**config.mk**
```make
export PLATFORM = sky130hd
export DESIGN_NAME = ram
export DESIGN_NICKNAME = d
export VERILOG_FILES = /design/src/rtl/ram_pkg.sv /design/src/rtl/ram.sv
export SDC_FILE = /design/constraint.sdc
export NUM_CORES = 1
export LEC_CHECK = 0
export ABC_AREA = 1
export BUFFER_PORTS_ARGS = -buffer_cell sky130_fd_sc_hd__buf_2
export CAP_MARGIN = 20
export CORE_AREA = 2 2 89 154
export CTS_CLUSTER_DIAMETER = 150
export DETAILED_ROUTE_END_ITERATION = 8
export DIE_AREA = 0 0 91 156
export HOLD_SLACK_MARGIN = 0.08
export MAX_ROUTING_LAYER = met4
export PLACE_DENSITY = 0.73
export SYNTH_ARGS = -nofsm -noshare
export SYNTH_HDL_FRONTEND = slang
export SYNTH_SLANG_ARGS = --single-unit
```
**constraint.sdc**
```tcl
create_clock -name clk -period 5.1 [get_ports clk]
set_clock_uncertainty 0.05 [all_clocks]
set_input_delay 1.02 -clock clk [delete_from_list [all_inputs] [get_ports clk]]
set_output_delay 1.02 -clock clk [all_outputs]
set_load 0.1 [all_outputs]
```
**src/rtl/ram_pkg.sv**
```systemverilog
// Shared defaults for the single-port register-file RAM.
// Word width and address width used by ram unless overridden at instantiation.
package ram_pkg;

    localparam int RAM_DATA_W = 8;
    localparam int RAM_ADDR_W = 4;

endpackage

```
**src/rtl/ram.sv**
```systemverilog
// Single-port RAM, 2**ADDR_W words of DATA_W bits, read-before-write on a shared address.
// Latency: registered read, data_out valid one edge after rd/addr are sampled.
// Backpressure: none; accepts a read and/or write every cycle with no stall.
module ram
    import ram_pkg::*;
#(
    parameter int DATA_W = RAM_DATA_W,
    parameter int ADDR_W = RAM_ADDR_W
) (
    input  logic              clk,
    input  logic              rst,
    input  logic [ADDR_W-1:0] addr,
    input  logic [DATA_W-1:0] data_in,
    input  logic              wr,
    input  logic              rd,
    output logic [DATA_W-1:0] data_out
);

    localparam int DEPTH = 2 ** ADDR_W;

    logic [DATA_W-1:0] mem [DEPTH];

    // Reset clears every word in one edge, so storage stays in flops, not a macro.
    always_ff @(posedge clk) begin
        if (rst) begin
            for (int i = 0; i < DEPTH; i++) begin
                mem[i] <= '0;
            end
            data_out <= '0;
        end else begin
            if (rd) begin
                data_out <= mem[addr];
            end
            if (wr) begin
                mem[addr] <= data_in;
            end
        end
    end

endmodule

```
==> results.ini <==
[clock_tree]
hold_buffers = 0
cts_tree = yes
cts_setup_buffers = 0
cts.sinks = 136
cts_buffers = 17
htreeDepth = 4
post_cts_resized = 0
worstSkewPairLatency_ns = 0.42
cts_buffer_depth = 2
cts-root-buf = clkbuf_16
cts.reportedPaths.clkPinSlew_ns = 0.06

[critical_path]
arrival_ns = 3.03
crit_path_start = addr[1]
crit_buf_inv = 2
reg2reg_from = mem[5][4]
worstPathCellList = buf_2 > inv_2 > nor3_4 > nand2_4 > nand2_1
end_kind = flip-flop
cp_top_family = simple AND/OR/NAND/NOR gates
critPathMaxStageDelay_ns = 0.58
worstSetupPathType = in -> reg
cp-start-kind = primary input
cp.required_ns = 5.14
crit_slowest_cell = nor3_4
crit_fanout = 35

[flow_run]
cap_violations = 0

[grt]
met1_usage = 0.247
met3_usage = 0.0454
use_met2 = 0.436
grt_max_degree = 65
grt-ovfl-total = 0
antenna_found_initial = 0
grt_pass1_wl_mm = 25.4
grt_pass1_vias = 4916
track_usage = 0.247
busiest_layer = met2

[route]
drt_iter0_drc = 442
post_drt_wl_per_cell_um = 18.1
avgViaCountPerCell = 5.35
drtPass1Iterations = 8
ant_nets = 0
drcViolationCount = 0
dr_total_vias = 4787
finalWirelength_mm = 16.2

[pwr]
vdd_ir_drop_max_v = 0.000195
p_leak_uw = 0.00312
p_per_area_mw_per_mm2 = 393

[synthesis]
yosysWarnings = 0
synth_area_leader_cell = edfxtp_1
synth_seq_area_share = 0.631
ys_types = 17
synth_area_sq_mm = 0.00634
synth_nets = 718
syn_area_per_cell_sq_um = 9.03
synth_top_area_frac = 0.606
synthTopCellsByArea = edfxtp_1 (61%), nand2_1 (19%), nor2_1 (8.7%)
synth_cells = 702
ys_ff_latch = 136

[floorplanning]
fp.dieH_um = 156
dieArea_sq_mm = 0.0142
core_area_sq_mm = 0.0129
ios = 24
num_rows = 55
die_width_um = 91
initial_core_util = 0.490

[sta]
rsz0062_at_grt = false
setup_viol = 0
drv_slew = 0
setup_ws_ns = 2.11
fmax_mhz = 334
tightest_slew_ns = 1.00
finalHoldViolations = 0
tns_ns = 0
whs_ns = 0.458
min_period_over_period = 0.587
fin_crit_ns = 2.99
slew_headroom = 0.331

[layout]
area_growth_pct = 11.9
drive_above_1_share = 0.110
antenna_cells = 0
final_cell_mix = nand2_1 (316), nor2_1 (147), edfxtp_1 (128)
nets = 727
final_common_cell = nand2_1

[worst_hold_path]
hp-class = reg -> reg
worstHoldStart = data_out[3]

[placement]
dp_slack_ns = 1.70
dp_hpwl_mm = 10.7
io_buffers = 23
place.gp.congestion = 0.963

[outcome]
status = completed

[state kept, by name, indices dropped and copies added, names as in the netlist]
register,flops
mem,128
data_out,8
[where the power goes]
group	switching (uW)	leakage (uW)	total [uW]	internal (uW)
combinational	199	0.00155	250	51.8
clock	482	0.000283	1230	749
sequential	23.1	0.00129	1310	1280
[cell usage after synthesis]
| cell type | instances |
|---|---|
| dfxtp_1 | 8 |
| clkbuf_1 | 12 |
| nand2_4 | 4 |
| inv_1 | 13 |
| buf_6 | 2 |
| nand2_1 | 316 |
| o21ai_0 | 8 |
| buf_4 | 7 |
| nand3_2 | 8 |
| edfxtp_1 | 128 |
| nand3_1 | 24 |
| buf_2 | 13 |
| nand2_2 | 4 |
| nor3_4 | 2 |
| nor2_1 | 147 |
| inv_2 | 4 |
| buf_1 | 2 |
[layer usage]
metal / vias up / wire length, um
met5: - / 0
met4: 0 / 932
met3: 68 / 943
met2: 203 / 8660
met1: 2252 / 5700
li1: 2264 / -
[through the flow]
step | std cells | instance area [sq um] | util | total power, uW
6_report | 895 | 7100 | 0.549 | 2790
5_1_grt | 895 | 7100 | 0.549 | 2870
4_1_cts | 895 | 7100 | 0.549 | 2790
3_5_place_dp | 863 | 6500 | 0.502 | 1580
3_3_place_gp | 863 | 6500 | 0.502 | 1570
2_1_floorplan | 702 | 6340 | - | 1500
[worst reg2reg max path: stages (launching register included)]
cell	delay [ns]
edfxtp_1	0.39
nand2_1	0.09
nand2_1	0.10
nand2_1	0.08
nand2_1	0.08
nand2_1	0.08
nand3_1	0.12
nor2_1	0.15
nor2_1	0.05
[area by class of cell]
| class | instances | area, sq um |
|---|---|---|
| fill | 1154 | 5840 |
| inverter | 17 | 63.8 |
| sequential | 136 | 4000 |
| multi-input combinational | 513 | 2080 |
| timing repair buffer | 26 | 138 |
| clock buffer | 19 | 453 |
| clock inverter | 13 | 144 |
| tap | 171 | 214 |
[path summary, 6_finish.rpt]
check        cells after the start  slack [ns]          end
max                              5        2.11   mem[10][1]
min                              2        0.46  data_out[3]
max reg2reg                      8        3.81  data_out[4]
min reg2reg                      2        0.46  data_out[3]
[cells by family (layout without fill, tap and decap cells)]
| family | Yosys count | after routing | share of synthesized area |
|---|---|---|---|
| AND/OR/NAND/NOR | 505 | 505 | 0.322 |
| AO/OA/AOI/OAI | 8 | 8 | 0.00631 |
| flip-flops | 136 | 136 | 0.631 |
| buffers and inverters | 53 | 75 | 0.0404 |
(Power assumes the default switching activity.)
